--- config.mk ---
export PLATFORM = sky130hd
export DESIGN_NAME = nor_sat_counter
export DESIGN_NICKNAME = d
export VERILOG_FILES = /design/src/rtl/nor_sat_counter.sv
export SDC_FILE = /design/constraint.sdc
export NUM_CORES = 1
export LEC_CHECK = 0
export BUFFER_PORTS_ARGS = -buffer_cell sky130_fd_sc_hd__buf_2
export CELL_PAD_IN_SITES_DETAIL_PLACEMENT = 1
export CELL_PAD_IN_SITES_GLOBAL_PLACEMENT = 1
export CORE_AREA = 4 4 41 43
export CTS_CLUSTER_DIAMETER = 40
export DETAILED_ROUTE_END_ITERATION = 7
export DIE_AREA = 0 0 45 47
export PLACE_DENSITY = 0.75
export SLEW_MARGIN = 5
export SYNTH_ARGS = -nofsm -noshare
export SYNTH_HDL_FRONTEND = slang
export SYNTH_SLANG_ARGS = --single-unit
--- constraint.sdc ---
create_clock -name clk -period 2.81 [get_ports clk]
set_input_delay 0.562 -clock clk [delete_from_list [all_inputs] [get_ports clk]]
set_output_delay 0.562 -clock clk [all_outputs]
set_load 0.05 [all_outputs]
--- src/rtl/nor_sat_counter.sv ---
// nor_sat_counter: W-bit saturating up-counter (clk, rst, clr sync clear, inc, q)
module nor_sat_counter #(
  parameter int W = 8
) (
  input  logic         clk,
  input  logic         rst,
  input  logic         clr,
  input  logic         inc,
  output logic [W-1:0] q
);
  always_ff @(posedge clk)
    if (rst || clr) q <= '0;
    else if (inc && q != '1) q <= q + 1'b1;
endmodule

---- Yosys cells after proc, flatten, opt, wreduce, memory -nomap -nowiden ----
Index checks and enable logic that the tools add are counted.
operators by class
  add/sub/neg operators ................... 1
  equal/unequal tests ..................... 1
  reduce and logical (&&, ||, !) cells .... 2
operator list
  cell                                                           count
  8-bit by 1-bit adder with 8-bit output, second input constant  1
  8-bit inequality test, second input constant                   1
  1-bit logical AND                                              1
  1-bit logical OR                                               1
word-level totals
  register bits ........................... 8
  input bits .............................. 4
  output and inout bits ................... 8
  word-level logic and storage cells ...... 5

---- Logic depth before layout (Yosys ltp) ----
Gate-level depths: netlist of the first run.
  word-level depth ........................ 2
  depth in mapped cells ................... 4
  gate-level depth less buffers ........... 4

---- Least setup slack after synthesis of the first run ----
OpenSTA, ideal clock, no wires.
  kind .................................... reg2reg
  start point ............................. register q[0]
  end point ............................... register q[6]
  library setup time ...................... 0.115 ns
  arrival time ............................ 1.639 ns
  required time ........................... 2.695 ns
  slack ................................... 1.056 ns
  stages on the path, launching flop included .. 5
  buffers on the path ..................... 0
  clock period less this slack ............ 1.754 ns
  path through ............................ dfxtp_1 > ha_1 > nand3_1 > or4_1 > and3_1
between the ends
  longest elaborated chain between the ends .. 2
  elaborated cells between the ends (all ways) .. 3
  classes of those cells .................. add/sub (1); eq/ne (1); reduce/logical (1)
RTL lines
  what                                                                            line  RTL
  from (decl)                                                                     9     output logic [W-1:0] q
  from (signal assigned)                                                          13    else if (inc && q != '1) q <= q + 1'b1;
  branches (longest 2 deep; another with 8-bit by 1-bit adder with 8-bit output)  -
Several ways; the timed one is not identified.
A chain may end at the register's enable or synchronous reset.

---- Worst setup path in the final report of the first run ----
  start point ............................. register q[7]
  end point ............................... output q[7]
No word-level cell between the ends.

==> reports/metrics.yaml, run 1 <==
cells_and_area:
  final_cells: 76
  nets: 68
  drive_above_1_share: 0.2951
  post-route-util: 0.3942
  areaGrowthSynthToFinish_pct: 21.66
  top_register: "q"
  reg_top3: "q (8)"
  largest_register_ffs: 8
  antenna_cells: 0
detailed_routing:
  post_drt_wl_per_cell_um: 13.74
  ant_nets: 0
  drc: 0
  routed_wl_um: 1044
  vias: 406
  viasPerCell: 5.342
  drtPass1Iterations: 2
  drt-initial-drc-count: 7
power_and_ir_drop:
  irDropWorstVdd_v: 0.0001608
  p_total_mw: 0.2228
  p_leak_nw: 0.2275
  power_density_mw_per_mm2: 434.3
critical_path:
  crit_slowest_cell: "dfxtp_1"
  cp-end-kind: "output pin"
  crit_buf_inv: 1
  r2r_start: "q[0]"
  crit_type: "reg -> out"
  path_max_fanout: 8
  startpoint: "q[7]"
  crit_chain: "buf_2"
  arrival_ns: 1.01
  crit_family: "flip-flops"
  cp-start-kind: "register"
  crit_required_ns: 2.25
  slowest_delay_ns: 0.45
synthesis:
  synth_cell_types: 23
  synth_simple_gate_area_frac: 0.3383
  syn_nets: 53
  yosys.area_share.adder: 0.02967
  async_flop_share: 0
  synth_top_family_by_area: "simple AND/OR/NAND/NOR gates"
  synth_compound_area_frac: 0.1365
  syn_area_per_cell_um2: 8.784
  yosysSeqAreaShare: 0.3798
  synth_xor_xnor_area_share: 0
  synth_edf_count: 0
  yosys.area.top_type: "dfxtp_1"
  netlist_instances: 48
  yosys_warnings: 0
  synth.area.mux_share: 0.09496
  synth_flop_cell: "dfxtp_1"
  synth-seq-cells: 8
  yosysTopAreaCellShare: 0.3798
  syn_area_um2: 421.7
  synth.area.top_cells: "dfxtp_1 (38%), mux2i_1 (9.5%), nand2_1 (6.2%)"
global_route:
  grt_max_degree: 9
  antenna_found_initial: 0
  grt_pass1_vias: 425
  grtUsageTotal: 0.1284
  grt_pass1_wl_um: 1842
  overflow: 0
cts:
  cts-hold-fix-buffers: 0
  cts-buffers-inserted: 3
  htree_levels: 1
  ctsResizeCount: 0
  clock_path_buffers: 2
  path_clk_slew_ns: 0.06
  clk_latency_ns: 0.26
  post_cts_buffers: 0
  root_buffer: "clkbuf_4"
  cts.sinks: 8
  cts_tree: "done"
placed_design:
  finalWeightedCongestion: 0.7128
  hpwl_um: 817.8
  io_buffers: 11
  place_inst: 73
worst_hold_path:
  min_path_type: "reg -> reg"
  min_from: "q[1]"
sta:
  worst_pin_slew_ns: 0.4688
  finalCritPeriodShare: 0.5609
  fin_skew_ns: 0.001550
  timing.hold.ws_ns: 0.4903
  drv_slew: 0
  finalHoldViolations: 0
  max_freq_ghz: 0.6345
  period_needed_ns: 1.576
  finalSetupViolCount: 0
  fin_setup_tns_ns: 0
  rsz0062_at_grt: "no"
  slew_headroom: 0.6863
die:
  std_cell_rows: 13
  io_pins: 12
  die_w_um: 45
  start_util: 0.3240
  dieHeight_um: 47
  coreArea_mm2: 0.001301
  die_area_mm2: 0.002115
outcome:
  status: "complete, no violations"
run:
  drv_cap: 0
[per-stage QoR]
| step | instance area (um2) | setup WS, ns |
|---|---|---|
| after floorplan | 421.7 | 1.056 |
| after global placement | 490.5 | 1.313 |
| after detailed placement | 490.5 | 1.282 |
| after CTS | 513.0 | 1.222 |
| after global routing | 513.0 | 1.177 |
| final | 513.0 | 1.234 |
[power breakdown]
group	switching (mW)	total [mW]	internal (mW)
Clock	0.0428	0.0920	0.0491
Combinational	0.00984	0.0153	0.00550
Sequential	0.00107	0.115	0.114
Total	0.0537	0.223	0.169
[routing by layer]
layer | routed length, um | up-vias | GRT usage | share of wire
met3 | 52 | 2 | 0.06897 | 0.050
met1 | 449 | 190 | 0.1376 | 0.43
met4 | 9 | 0 | 0.05263 | 0.0086
li1 | - | 205 | - | -
met5 | 0 | - | 0 | 0
met2 | 532 | 9 | 0.2119 | 0.51
[logic make-up (layout without fill, tap and decap cells)]
family	after synthesis	after routing
DFF	8	8
AOI/OAI and AO/OA	9	9
adders and majority gates	1	1
buffers and inverters	2	15
and+or+nand+nor	24	24
muxes	4	4
[final timing paths]
path | to | slack [ns] | depth (start not counted)
setup / recovery | q[7] | 1.23 | 1
hold / removal | q[1] | 0.49 | 2
setup reg to reg | q[6] | 1.33 | 4
hold reg to reg | q[1] | 0.49 | 2
[layout by cell type (no fill, tap or decap)]
| cell | Yosys | final |
|---|---|---|
| a21boi_0 | 1 | 1 |
| a21boi_2 | 1 | 1 |
| a21oi_1 | 5 | 5 |
| and2_2 | 1 | 1 |
| and3_1 | 2 | 2 |
| and3b_1 | 2 | 2 |
| and4_1 | 1 | 1 |
| and4_2 | 1 | 1 |
| buf_2 | 1 | 11 |
| clkbuf_4 | 0 | 3 |
| dfxtp_1 | 8 | 8 |
| ha_1 | 1 | 1 |
| inv_1 | 1 | 1 |
| mux2i_1 | 4 | 4 |
| nand2_1 | 7 | 7 |
| nand3_1 | 2 | 2 |
| nand4_1 | 2 | 2 |
| nor2_1 | 1 | 1 |
| nor4_1 | 1 | 1 |
| o2111ai_1 | 1 | 1 |
| o21ai_0 | 1 | 1 |
| or3_1 | 2 | 2 |
| or3_2 | 1 | 1 |
| or4_1 | 1 | 1 |
[cell type report]
class | count | area [um2]
Clock buffer | 3 | 22.52
Fill cell | 169 | 788.3
Inverter | 1 | 3.754
Multi-Input combinational cell | 38 | 252.7
Sequential cell | 8 | 160.2
Tap cell | 15 | 18.77
Timing Repair Buffer | 11 | 55.05
[cells in the mapped netlist (2+ instances only)]
library cell	instances
nand3_1	2
and3b_1	2
a21oi_1	5
or3_1	2
dfxtp_1	8
and3_1	2
nand4_1	2
nand2_1	7
mux2i_1	4
Power figures use the tool's default switching activity.
==> run 2: changes to the inputs <==
clock period = 1.6 ns   (was 2.81 ns; I/O delays follow)
==> run 2 against run 1 <==
Compared with the run above:
- sequential share of layout area rose by 0.33 points
- hold slack got worse by 0.21 ns
- power rose by 73%
- non-clock buffer count did not move
- highest routed layer unchanged
==> reports/metrics.yaml, run 2 (synthesis gave the netlist of run 1 again) <==
cts:
  cts-hold-fix-buffers: 0  # unchanged
  htree_levels: 1  # unchanged
  clk_latency_ns: 0.25  # about the same
  path_clk_slew_ns: 0.06  # about the same
  cts-buffers-inserted: 3  # unchanged
  cts.sinks: 8  # unchanged
  clock_path_buffers: 2  # unchanged
  root_buffer: "clkbuf_4"
  post_cts_buffers: 0  # unchanged
  cts_tree: "done"
  ctsResizeCount: 0  # unchanged
detailed_routing:
  routed_wl_um: 1008  # -3.4%
  viasPerCell: 5.303  # -0.74%
  vias: 403  # -0.74%
  ant_nets: 0  # unchanged
  drc: 0  # unchanged
  drt-initial-drc-count: 2  # -5
  post_drt_wl_per_cell_um: 13.26  # -3.4%
  drtPass1Iterations: 4  # +2
sta:
  finalHoldViolations: 0  # unchanged
  max_freq_ghz: 0.7116
  period_needed_ns: 1.405
  slew_headroom: 0.6522  # -0.03417
  timing.hold.ws_ns: 0.2848  # -0.2055 ns
  fin_setup_tns_ns: 0  # unchanged
  rsz0062_at_grt: "no"
  finalSetupViolCount: 0  # unchanged
  worst_pin_slew_ns: 0.5198  # +0.05107 ns
  fin_skew_ns: 0.004348  # +0.002798 ns
  drv_slew: 0  # unchanged
  finalCritPeriodShare: 0.8783
cells_and_area:
  drive_above_1_share: 0.3279  # +0.03279
  post-route-util: 0.3962  # +0.001923
  largest_register_ffs: 8  # unchanged
  final_cell_mix: "buf_2 (11), nand2_1 (7), dfxtp_1 (6)"
  antenna_cells: 0  # unchanged
  reg_top3: "q (8)"
  nets: 68  # unchanged
  top_register: "q"
  layout_commonest_cell: "buf_2"
  fillers: 169  # unchanged
  areaGrowthSynthToFinish_pct: 22.26
  fin_area_um2: 515.5  # +0.49%
die:
  die_w_um: 45  # unchanged
  io_pins: 12  # unchanged
  die_area_mm2: 0.002115  # unchanged
  coreArea_mm2: 0.001301  # unchanged
  dieHeight_um: 47  # unchanged
  start_util: 0.3240  # unchanged
  std_cell_rows: 13  # unchanged
global_route:
  grt_max_degree: 9  # unchanged
  grtUsageTotal: 0.1190  # -0.009320
  antenna_found_initial: 0  # unchanged
  grt_pass1_vias: 388  # -8.7%
  overflow: 0  # unchanged
  grt_pass1_wl_um: 1711  # -7.1%
critical_path:
  crit_required_ns: 1.74  # -0.51 ns
  path_max_fanout: 5  # -3
  ff2ff_path_depth: 4  # unchanged
  cp-start-kind: "register"
  r2r_start: "q[0]"
  crit_type: "reg -> reg"
  rrSetupSlack_ns: 0.19  # -1.14 ns
  cp-end-kind: "register"
  arrival_ns: 1.55  # +0.54 ns
  reg2reg_to: "q[6]"
worst_hold_path:
  min_path_type: "in -> reg"
  min_from: "rst"
  worst_hold_path.endpoint: "q[2]"
  hold_depth: 2  # unchanged
power_and_ir_drop:
  irDropWorstVdd_v: 0.0003529  # +120%
  p_leak_nw: 0.2284  # +0.39%
  power_density_mw_per_mm2: 746.6  # +72%
placed_design:
  placed_area_um2: 493.0  # +0.51%
  finalWeightedCongestion: 0.7646  # +7.3%
  hpwl_um: 792.4  # -3.1%
  io_buffers: 11  # unchanged
run:
  drv_cap: 0  # unchanged
outcome:
  status: "complete, no violations"
run 2: cell counts in the layout (fill, tap and decap cells not counted):
No cell type changed its count.
run 2: layout make-up:
class / count / area, um2 / area share
tap: 15 / 18.77 / 0.03641
sequential: 8 / 162.7 / 0.3155
clock buffer: 3 / 22.52 / 0.04369
inverter: 1 / 3.754 / 0.007282
timing repair buffer: 11 / 55.05 / 0.1068
multi-input combinational: 38 / 252.7 / 0.4903
run 2: layer usage:
| layer | wire length (um) | GRT usage |
|---|---|---|
| met1 | 489 | 0.1429 |
| met3 | 60 | 0.04598 |
| met5 | 0 | 0 |
| met2 | 444 | 0.1638 |
| met4 | 12 | 0.1053 |
run 2: worst max-delay path, cell delays in order (launching register included):
cell and delay [ns]:
dfxtp_2 0.35, ha_1 0.23, nand3_1 0.12, or4_1 0.40, and3_1 0.19
run 2: where the power goes:
group	internal [mW]	leakage (nW)	switching [mW]	total, mW
Combinational	0.00971	0.149	0.0176	0.0273
Sequential	0.201	0.0655	0.00177	0.203
Clock	0.0858	0.0138	0.0685	0.154
Total	0.297	0.228	0.0879	0.385
run 2: stage by stage:
step	power, mW	instances	worst slack [ns]
after floorplan	0.2236	48	0.02630
after CTS	0.3960	76	0.1848
after global routing	0.4163	76	0.07775
final	0.3848	76	0.1947
after global placement	0.2346	73	0.2432
after detailed placement	0.2351	73	0.1996
run 2: how the worst max path moves through the flow:
stage	slack [ns]	cells past startpoint	end	from
after detailed placement	0.20	4	q[6]	q[0]
after global routing	0.08	4	q[6]	q[0]
after floorplan	0.03	3	q[6]	q[3]
final	0.19	4	q[6]	q[0]
after global placement	0.24	4	q[6]	q[0]
after CTS	0.18	4	q[6]	q[0]
